`src/rtl/mult16_share_sched.sv`:
```
// mult16_share_sched: round-robin scheduler sharing one external 16x16 multiplier among NREQ requesters
// Ports:
//   clk, rst_n          clock, asynchronous active-low reset
//   req_valid/x/y       per-requester operand pairs (16 bits each, packed by index)
//   req_ready           one-hot accept strobe, combinational, IDLE only
//   mul_x/y, mul_prod   registered operands out, 33-bit settled product in
//   rsp_valid/id/prod   tagged result, held until rsp_ready
//   busy, op_cnt        not-idle flag, completed-operation counter
module mult16_share_sched #(
  parameter int NREQ = 4,
  parameter int WAIT_CYC = 2,
  parameter int IDW = $clog2(NREQ)
) (
  input  logic                 clk,
  input  logic                 rst_n,
  input  logic [NREQ-1:0]      req_valid,
  input  logic [16*NREQ-1:0]   req_x,
  input  logic [16*NREQ-1:0]   req_y,
  output logic [NREQ-1:0]      req_ready,
  output logic [15:0]          mul_x,
  output logic [15:0]          mul_y,
  input  logic [32:0]          mul_prod,
  output logic                 rsp_valid,
  output logic [IDW-1:0]       rsp_id,
  output logic [32:0]          rsp_prod,
  input  logic                 rsp_ready,
  output logic                 busy,
  output logic [31:0]          op_cnt
);
  typedef enum logic [1:0] {IDLE, WAIT, RESP} state_t;
  state_t state_q, state_d;
  logic [3:0] cnt_q, cnt_d;
  logic [IDW-1:0] ptr_q, ptr_d, rsp_id_q, rsp_id_d, sel, cand;
  logic [15:0] mul_x_q, mul_x_d, mul_y_q, mul_y_d;
  logic [32:0] rsp_prod_q, rsp_prod_d;
  logic rsp_valid_q, rsp_valid_d, busy_q, busy_d, found;
  logic [31:0] op_cnt_q, op_cnt_d;
  logic [15:0] x_a [NREQ];
  logic [15:0] y_a [NREQ];
  for (genvar g = 0; g < NREQ; g++) begin : g_unpack
    assign x_a[g] = req_x[16*g +: 16];
    assign y_a[g] = req_y[16*g +: 16];
  end
  // scan downward so the last hit is the nearest set bit at or after ptr
  always_comb begin
    found = 1'b0;
    sel = '0;
    cand = '0;
    for (int k = NREQ-1; k >= 0; k--) begin
      cand = IDW'((int'(ptr_q) + k) % NREQ);
      if (req_valid[cand]) begin
        found = 1'b1;
        sel = cand;
      end
    end
  end
  assign req_ready = (rst_n && state_q == IDLE && found) ? NREQ'(1) << sel : '0;
  always_comb begin
    state_d = state_q;
    cnt_d = cnt_q;
    ptr_d = ptr_q;
    mul_x_d = mul_x_q;
    mul_y_d = mul_y_q;
    rsp_id_d = rsp_id_q;
    rsp_prod_d = rsp_prod_q;
    rsp_valid_d = rsp_valid_q;
    op_cnt_d = op_cnt_q;
    case (state_q)
      IDLE: if (found) begin
        mul_x_d = x_a[sel];
        mul_y_d = y_a[sel];
        rsp_id_d = sel;
        ptr_d = (sel == IDW'(NREQ-1)) ? '0 : sel + 1'b1;
        cnt_d = 4'(WAIT_CYC-1);
        state_d = WAIT;
      end
      WAIT: if (cnt_q == '0) begin
        rsp_prod_d = mul_prod;
        rsp_valid_d = 1'b1;
        state_d = RESP;
      end else cnt_d = cnt_q - 1'b1;
      RESP: if (rsp_ready) begin
        rsp_valid_d = 1'b0;
        op_cnt_d = op_cnt_q + 1'b1;
        state_d = IDLE;
      end
      default: state_d = IDLE;
    endcase
    busy_d = state_d != IDLE;
  end
  always_ff @(posedge clk or negedge rst_n) begin
    if (!rst_n) begin
      state_q <= IDLE;
      cnt_q <= '0;
      ptr_q <= '0;
      mul_x_q <= '0;
      mul_y_q <= '0;
      rsp_id_q <= '0;
      rsp_prod_q <= '0;
      rsp_valid_q <= 1'b0;
      busy_q <= 1'b0;
      op_cnt_q <= '0;
    end else begin
      state_q <= state_d;
      cnt_q <= cnt_d;
      ptr_q <= ptr_d;
      mul_x_q <= mul_x_d;
      mul_y_q <= mul_y_d;
      rsp_id_q <= rsp_id_d;
      rsp_prod_q <= rsp_prod_d;
      rsp_valid_q <= rsp_valid_d;
      busy_q <= busy_d;
      op_cnt_q <= op_cnt_d;
    end
  end
  assign mul_x = mul_x_q;
  assign mul_y = mul_y_q;
  assign rsp_valid = rsp_valid_q;
  assign rsp_id = rsp_id_q;
  assign rsp_prod = rsp_prod_q;
  assign busy = busy_q;
  assign op_cnt = op_cnt_q;
endmodule

```
`config.mk`:
```
export PLATFORM = sky130hd
export DESIGN_NAME = mult16_share_sched
export DESIGN_NICKNAME = d
export VERILOG_FILES = /design/src/rtl/mult16_share_sched.sv
export SDC_FILE = /design/constraint.sdc
export NUM_CORES = 1
export LEC_CHECK = 0
export CAP_MARGIN = 20
export CORE_UTILIZATION = 41
export CTS_BUF_LIST = sky130_fd_sc_hd__clkbuf_4 sky130_fd_sc_hd__clkbuf_8 sky130_fd_sc_hd__clkbuf_16
export DETAILED_ROUTE_END_ITERATION = 8
export PLACE_DENSITY = 0.84
export SLEW_MARGIN = 0
export SYNTH_ARGS = -nofsm -noshare
export SYNTH_HDL_FRONTEND = slang
export SYNTH_SLANG_ARGS = --single-unit
export TNS_END_PERCENT = 20
```
`constraint.sdc`:
```
create_clock -name clk -period 2.5 [get_ports clk]
set_input_delay 0.375 -clock clk [delete_from_list [all_inputs] [get_ports clk]]
set_output_delay 0.375 -clock clk [all_outputs]
set_load 0.005 [all_outputs]
```
# After elaboration in Yosys (flattened, before gate mapping)

Cells that the tools add are included.

Output and inout bits: 105
Bits in registers: 109

Multiplexer cells: 34
$lt $le $gt $ge: 5
Reductions and logical operators: 12
Add/subtract/negate cells: 6
Bitwise operators: 1
Shift operators: 1
Eq/ne operators: 7

Operators with widths:

| kind                    | count |
|---|---|
| $bmux W16 S2            | 2 |
| $mux W16                | 4 |
| $add A32 B1 Y32 const B | 1 |
| $mux W2                 | 8 |
| $lt A2 B3 Y1 const B    | 4 |
| $mux W4                 | 3 |
| $mux W1                 | 10 |
| $bmux W1 S2             | 4 |
| $ne A2 B2 Y1 const B    | 4 |
| $pmux W4 S2             | 1 |
| $pmux W2 S3             | 1 |
| $reduce_and A2 Y1       | 3 |
| $reduce_and A3 Y1       | 2 |
| $reduce_bool A2 Y1      | 3 |
| $add A2 B1 Y2 const B   | 2 |
| $add A2 B2 Y2 const B   | 2 |
| $eq A2 B2 Y1 const B    | 2 |
| $logic_not A4 Y1        | 1 |
| $shl A1 B2 Y4 const A   | 1 |
| $sub A4 B1 Y4 const B   | 1 |
| $ge A3 B3 Y1 const B    | 1 |
| $not A2 Y3              | 1 |
| $eq A2 B1 Y1 const B    | 1 |
| $logic_and A1 B1 Y1     | 2 |
| other kinds (2)         | 2 |

# Depth between registers and ports, before layout

Gate-level depths: netlist (run 1).

Word-level depth: 11
Depth in mapped cells: 7
Mapped depth without buffers: 7

# Least setup slack after synthesis (run 1)

Ideal clock, no wire load.

Path kind: register to register
From: reg ptr_q[1]
To: reg mul_x_q[0], in the netlist mul_x[0]
Arrival: 1.909 ns
Stages on the path, launching flop included: 8
Slack: 0.465 ns
Period minus slack after synthesis: 2.035 ns
Path buffers: 1
Library setup time: 0.126 ns
Path through: dfrtp_1 nand2b_1 a21oi_1 nor2_4 inv_2 buf_6 mux2_4 a221o_1

Longest elaborated chain between the ends: 11
Elaborated cells on any way between the ends: 24

RTL lines:

| element                                       | RTL line | source |
|---|---|---|
| start: declaration                            | 33       | `logic [IDW-1:0] ptr_q, ptr_d, rsp_id_q, rsp_id_d, sel, cand;` |
| start signal: assignment                      | 106      | `ptr_q <= ptr_d;` |
| $add A2 B2 Y2                                 | 50       | `cand = IDW'((int'(ptr_q) + k) % NREQ);` |
| $bmux W1 S2                                   | 51       | `if (req_valid[cand]) begin` |
| $mux W1 (not written as such)                 | 51       |  |
| $mux W2 (3 in a row)                          | 51       |  |
| $mux W2 *                                     | 51       |  |
| named net sel[0]                              | 33       |  |
| $not A2 Y3 (not written as such) *            | 70       | `mul_x_d = x_a[sel];` |
| $bmux W16 S2 *                                | 70       |  |
| $mux W16 (not written as such) * (2 in a row) | 70       |  |
| end signal: assignment                        | 107      | `mul_x_q <= mul_x_d;` |
| end: declaration                              | 34       | `logic [15:0] mul_x_q, mul_x_d, mul_y_q, mul_y_d;` |

Mark *: on every way through the listed nets, which the timed path passes. The rest lies on a longest branch. The select of a mux whose other input is x is not followed.
A chain may end at the register's enable or synchronous reset.

# Worst setup path after layout (run 1)

From: in req_valid[2]
To: out req_ready[2]

Longest elaborated chain between the ends: 8
Elaborated cells on any way between the ends: 19

RTL lines:

| element                       | RTL line | source |
|---|---|---|
| start: declaration            | 16       | `input logic [NREQ-1:0] req_valid,` |
| $bmux W1 S2                   | 51       |  |
| $mux W1 (not written as such) | 51       |  |
| $mux W2 (3 in a row)          | 51       |  |
| $mux W2 *                     | 51       |  |
| named net sel[0]              | 33       |  |
| $shl A1 B2 Y4 *               | 57       | `assign req_ready = (rst_n && state_q == IDLE && found) ? NREQ'(1) << sel : '0;` |
| $mux W4 *                     | 57       |  |
| end: declaration              | 19       | `output logic [NREQ-1:0] req_ready,` |

Marks and branches as above.

==> qor.yml, run 1 <==
status: "finished, final reports clean"
fp.coreArea_um2: 13200
ir_worst_vdd_uv: 507
dieArea_um2: 13900
p_sw_mw: 2.74
die_w_um: 118
final_layout_size_suffix_gt1_frac: 0.149
numClockSinks: 109
nets: 952
antenna_found_initial: 0
async_reset_ff_frac: 1.00
postRouteWirelength_mm: 16.9
slew_headroom: 0.541
cp_slowest_stage_delay_ps: 460
hp-class: "in -> async"
fmaxAchievable_mhz: 400
period_share: 0.999
cp_data_arrival_time_ps: 2120
syn-cell-area_um2: 5510
synth.top_cells.by_count: "dfrtp_1, nand3_1, a21oi_1, o21ai_0, a221o_1"
crit_start: "req_valid[2]"
antenna_cells: 0
p_clk_frac: 0.163
crit_required_ps: 2120
pwr-share-comb: 0.500
crit_path_max_fanout: 6
p_int_mw: 5.62
ant_nets: 0
synth_seq_cells: 109
drc: 0
r2r_start: "ptr_q[1]$_DFFE_PN0P_"
gp_congestion: 0.864
synthMuxAreaShare: 0.152
synth_edf_count: 0
final_max_slew_viol_count: 0
yosysWarnings: 0
leakagePower_nw: 3.83
worst_pin_slew_ps: 688
p_seq_frac: 0.337
timing.setup.tns_ps: 0
switching_share: 0.327
fin_hold_ws_ps: 443
grt_overflow: 0
synth_area_leader_cell: "dfrtp_1"
drt_iter0_markers: 259
ys_seq_area_frac: 0.495
place_hpwl_mm: 12.9
initial_core_util: 0.418
viasPerCell: 5.37
avgSynthCellArea_um2: 11.2
grt_pass1_wl_mm: 26.8
synth_most_common_cell: "dfrtp_1"
slowest_stage: "clkdlybuf4s50_1"
synth_top_family_by_area: "multiplexers"
synth-xor-area-share: 0.0508
netlist_instances: 493
ys.flop_type: "dfrtp_1"
io_pins: 273
io_buffers: 272
cts_buffers: 9
cap_violations: 0
startpoint_type: "input pin"
path_clk_slew_ps: 70
cts.path.max_buffers: 2
synth_simple_gate_area_frac: 0.119
hold_violations: 0
insertion_delay_ps: 340
rsz0062_at_grt: "true"
synth_top_area_share: 0.495
wl_per_cell_um: 17.6
synthDistinctLibCells: 43
cts_max_level: 3
synth_compound_area_frac: 0.134
powerDensity_nw_per_um2: 934
fp.dieH_um: 118
track_usage: 0.244
cts_root_buffer: "clkbuf_16"
worstSetupEndpointType: "primary output"
crit_path_cell_trace: "clkdlybuf4s50_1 -> and3b_1 -> a31o_4 -> nor2_4 -> inv_2 -> ha_1 -> and3_1 -> dlygate4sd2_1"
grt_max_degree: 56
cts_tree: "built"
drt_first_pass_iters: 4
syn_nets: 667
area_delta_synth_final_pct: 62.3
synth_area_leaders: "dfrtp_1, mux2_4, a221o_1"
clock_skew_ps: 10.2
synthAdderAreaFrac: 0.0136
grt_pass1_vias: 5492
finalSetupViolCount: 0
vias: 5154
crit_type: "in -> out"
rows: 42
finalCriticalPeriod_ps: 2500
## worst paths after layout
check | to | slack [ps] | depth (start not counted)
min in group clk | op_cnt[31]$_DFFE_PN0P_ | 480 | 1
max in group asynchronous | ptr_q[0]$_DFFE_PN0P_ | 1160 | 3
worst min register to register | op_cnt[31]$_DFFE_PN0P_ | 480 | 1
worst max register to register | mul_x[5]$_DFFE_PN0P_ | 310 | 8
worst max-delay path | req_ready[2] | 2 | 8
worst min-delay path | mul_x[13]$_DFFE_PN0P_ | 440 | 2
## per-layer routing
layer,global-route usage,vias up,part of all wire
met1,0.258,2527,0.37
met5,0,-,0
met3,0.0664,36,0.070
met2,0.456,224,0.53
met4,0.0921,0,0.027
li1,-,2367,-
## metrics by stage
step | setup slack, ps | cell area [µm²] | util | instances | power, mW
2_1_floorplan | 465 | 5510 | - | 493 | 4.76
3_3_place_gp | -149 | 8620 | 0.654 | 941 | 6.83
3_5_place_dp | -211 | 8620 | 0.654 | 941 | 7.00
4_1_cts | -113 | 8940 | 0.678 | 959 | 8.41
5_1_grt | -56.1 | 8950 | 0.678 | 959 | 8.83
6_report | 2.05 | 8950 | 0.678 | 959 | 8.35
## repair_timing
action                     in CTS  in global routing
hold endpoints to repair        1                  0
hold buffers                    1                  0
gates resized for setup         6                  3
setup buffers                   1                  0
pin swaps                       1                  1
setup endpoints to repair       4                  3
## final cells by class
| cell class | count | area (µm²) |
|---|---|---|
| fillers | 976 | 4240 |
| repair buffers | 307 | 3050 |
| flip-flops and latches | 109 | 2730 |
| multi-input cells | 340 | 2630 |
| clock buffers | 9 | 225 |
| well taps | 176 | 220 |
| clock inverters | 7 | 58.8 |
| inverters | 11 | 41.3 |
## cell families after synthesis
group / after synthesis
buf+inv: 44
mux: 66
flops: 109
compound gates: 110
xor+xnor: 32
fa+ha+maj: 6
simple gates: 126
## worst max-delay path: cells and delay by family
family	cells	cell delay, ps
compound gates	1	220
fa+ha+maj	1	200
buf+inv	3	820
simple gates	3	510
## state kept, by name (all words and copies together) (netlist names), 2 cells and up
signal,count
mul_y,16
cnt_q,4
rsp_prod,33
op_cnt,32
ptr_q,2
rsp_id,2
state_q,2
mul_x,16
## power by group through the flow
| stage | Clock, mW | Combinational (mW) | Sequential, mW |
|---|---|---|---|
| 6_report | 1.36 | 4.18 | 2.82 |
| 5_1_grt | 1.46 | 4.47 | 2.90 |
| 4_1_cts | 1.39 | 4.20 | 2.82 |
| 3_5_place_dp | 0 | 4.17 | 2.83 |
| 3_3_place_gp | 0 | 4.04 | 2.79 |
| 2_1_floorplan | 0 | 1.95 | 2.81 |
## layout by cell type, fill, tap and decap left out, types with 4 or more instances in the layout
cell / synthesis / final
a21oi_1: 35 / 34
a221o_1: 31 / 31
and3_1: 11 / 11
buf_12: 0 / 5
buf_4: 0 / 30
clkbuf_16: 0 / 9
clkdlybuf4s50_1: 0 / 267
clkinvlp_4: 0 / 4
dfrtp_1: 109 / 108
ha_1: 6 / 6
inv_1: 10 / 10
mux2_1: 12 / 12
mux2_2: 27 / 27
mux2_4: 26 / 26
nand2_1: 22 / 22
nand3_1: 49 / 49
nand4_1: 6 / 6
nor2_1: 14 / 13
o21ai_0: 35 / 35
xnor2_1: 23 / 23
xor2_1: 9 / 9
(Power assumes the default switching activity.)
==> run 2: changes to the inputs <==
--- a/config.mk
+++ b/config.mk
@@ -6,10 +6,12 @@
 export NUM_CORES = 1
 export LEC_CHECK = 0
 export CAP_MARGIN = 20
-export CORE_UTILIZATION = 41
+export CELL_PAD_IN_SITES_DETAIL_PLACEMENT = 0
+export CELL_PAD_IN_SITES_GLOBAL_PLACEMENT = 1
+export CORE_UTILIZATION = 30
 export CTS_BUF_LIST = sky130_fd_sc_hd__clkbuf_4 sky130_fd_sc_hd__clkbuf_8 sky130_fd_sc_hd__clkbuf_16
 export DETAILED_ROUTE_END_ITERATION = 8
-export PLACE_DENSITY = 0.84
+export PLACE_DENSITY = 0.83
 export SLEW_MARGIN = 0
 export SYNTH_ARGS = -nofsm -noshare
 export SYNTH_HDL_FRONTEND = slang
==> run 2 against run 1 <==
  * First-iteration DRC count fell by 31%
  * Combinational power fell by 1%
  * Final cell count increased by 5.4%
  * Fmax increased by 3.8%
  * Critical path depth fell by 1
  * Design area is 1.1% higher
  * Critical path type is now reg -> out
==> qor.yml, run 2 (synthesized netlist as in run 1, its figures left out) <==
cts.path.max_buffers: 2  # unchanged
nets: 951  # -0.11%
final_layout_size_suffix_gt1_frac: 0.150  # +0.000191
hold_violations: 0  # unchanged
drt_iter0_markers: 178  # -31%
cp_slowest_stage_delay_ps: 440  # -20 ps
cts_root_buffer: "clkbuf_16"
clock_skew_ps: 9.39  # -0.815 ps
gp_congestion: 0.768  # -11%
fp.coreArea_um2: 18000  # +36%
grt_pass1_wl_mm: 25.9  # -3.3%
io_buffers: 272  # unchanged
slowest_stage: "dfrtp_2"
final_max_slew_viol_count: 0  # unchanged
drc: 0  # unchanged
finalSetupViolCount: 0  # unchanged
seq_area_um2: 2730  # about the same
final_util: 0.504  # -0.175
ant_nets: 0  # unchanged
busiest_layer: "met2"
ir_worst_vdd_uv: 533  # +5.0%
cts_max_level: 3  # unchanged
cap_violations: 0  # unchanged
layout_common_cells: "clkdlybuf4s50_1, dfrtp_1, nand3_1"
antenna_found_initial: 0  # unchanged
grt_use_met2: 0.327  # -0.129
leakagePower_nw: 3.85  # +0.66%
finalPower_mw: 8.44  # +0.97%
r2r_start: "ptr_q[1]$_DFFE_PN0P_"
fp.dieH_um: 138  # +17%
crit_type: "reg -> out"
endpoint: "req_ready[2]"
startpoint_type: "flip-flop"
initial_core_util: 0.307  # -0.111
die_w_um: 138  # +17%
crit_start: "ptr_q[1]$_DFFE_PN0P_"
viasPerCell: 4.91  # -8.7%
cts_buffers: 9  # unchanged
r2r_end: "mul_y[0]$_DFFE_PN0P_"
drt_first_pass_iters: 4  # unchanged
powerDensity_nw_per_um2: 932  # -0.14%
largest_reg_flops: 33  # unchanged
grt_pass1_vias: 5081  # -7.5%
period_share: 0.963  # -0.0365
multi_input_area_um2: 2640  # +0.67%
grt_overflow: 0  # unchanged
insertion_delay_ps: 350  # about the same
area_delta_synth_final_pct: 64.1
crit_path_cell_trace: "nand2b_4 -> a31o_4 -> nor2_4 -> inv_2 -> ha_1 -> and3_1 -> dlygate4sd2_1"
numClockSinks: 109  # unchanged
track_usage: 0.180  # -0.0638
worstSetupEndpointType: "primary output"
reg2reg_slack_ps: 200  # -110 ps
worst_pin_slew_ps: 721  # +33.2 ps
crit_required_ps: 2120  # about the same
rsz0062_at_grt: "false"
slew_headroom: 0.519  # -0.0221
rows: 49  # +17%
io_pins: 273  # unchanged
worstRegToRegCells: 9  # +1
antenna_cells: 0  # unchanged
final_common_cell: "clkdlybuf4s50_1"
vias: 4959  # -3.8%
hp-class: "in -> async"
crit_path_max_fanout: 5  # -1
cts_tree: "built"
wl_per_cell_um: 16.6  # -5.4%
cp_data_arrival_time_ps: 2030  # -90 ps
path_clk_slew_ps: 80  # about the same
place_hpwl_mm: 12.4  # -4.0%
met1_usage: 0.207  # -0.0506
finalCriticalPeriod_ps: 2410  # -91.4 ps
timing.setup.tns_ps: 0  # unchanged
n_fill_cell: 1694  # +74%
fmaxAchievable_mhz: 416  # +3.8%
dieArea_um2: 18900  # +36%
fin_hold_ws_ps: 466  # +22.8 ps
use_met3: 0.0434  # -0.0230
postRouteWirelength_mm: 16.8  # -0.31%
status: "finished, final reports clean"
grt_max_degree: 55  # -1.8%
## run 2: what timing repair did
| item | in CTS | in global routing |
|---|---|---|
| setup buffers | 6 | 0 |
| resized for setup | 10 | 3 |
| hold buffers | 1 | 0 |
| pin swaps | 2 | 1 |
| endpoints found under the setup margin | 4 | 2 |
| endpoints found under the hold margin | 10 | 0 |
## run 2: layout make-up
type	instances	share of cell area
Inverter	11	0.00456
Tap cell	229	0.0317
Sequential cell	109	0.302
Timing Repair Buffer	306	0.336
Multi-Input combinational cell	340	0.292
Clock buffer	10	0.0264
Clock inverter	6	0.00747
## run 2: worst min-delay path by stage
| stage | end | slack, ps | cells after the start |
|---|---|---|---|
| floorplan | busy$_DFF_PN0_ | 80 | 0 |
| CTS | rsp_prod[14]$_DFFE_PN0P_ | 470 | 2 |
| global placement | rsp_prod[14]$_DFFE_PN0P_ | 240 | 1 |
| finish | rsp_prod[15]$_DFFE_PN0P_ | 470 | 2 |
| detailed placement | rsp_prod[14]$_DFFE_PN0P_ | 240 | 1 |
| global route | rsp_prod[15]$_DFFE_PN0P_ | 470 | 2 |
## run 2: per-layer routing
layer | routed length (µm) | vias to the layer above | share of wire
met3 | 1430 | 12 | 0.085
met2 | 8410 | 208 | 0.50
met5 | 0 | - | 0
li1 | - | 2370 | -
met1 | 6780 | 2369 | 0.40
met4 | 198 | 0 | 0.012
## run 2: critical path, delay by kind of cell (launching register included)
family | cells | cell delay, ps
adders and majority gates | 1 | 190
buffers and inverters | 2 | 320
and+or+nand+nor | 3 | 470
DFF | 1 | 440
AOI/OAI and AO/OA | 1 | 260
## run 2: report_power, final
part	total [mW]	switching [mW]	internal [mW]	leakage, nW
logic	4.14	1.63	2.51	2.34
clock network	1.49	0.679	0.813	0.151
registers	2.80	0.390	2.41	1.36
total	8.44	2.70	5.74	3.85
## run 2: stage by stage
step                      area, µm²  std cells  worst slack, ps
after floorplan                5510        493              465
after global placement         8650        988             -200
after detailed placement       8650        988             -208
after CTS                      9040       1011            -65.0
after global routing           9050       1011             4.75
final                          9050       1011             93.4
==> run 3: changes to the inputs <==
--- a/config.mk
+++ b/config.mk
@@ -12,7 +12,7 @@
 export CTS_BUF_LIST = sky130_fd_sc_hd__clkbuf_4 sky130_fd_sc_hd__clkbuf_8 sky130_fd_sc_hd__clkbuf_16
 export DETAILED_ROUTE_END_ITERATION = 8
 export PLACE_DENSITY = 0.83
-export SLEW_MARGIN = 0
+export SLEW_MARGIN = 20
 export SYNTH_ARGS = -nofsm -noshare
 export SYNTH_HDL_FRONTEND = slang
 export SYNTH_SLANG_ARGS = --single-unit
==> results of run 3 <==
Same layout as run 2: the final DEF is identical, and so are final timing and power.
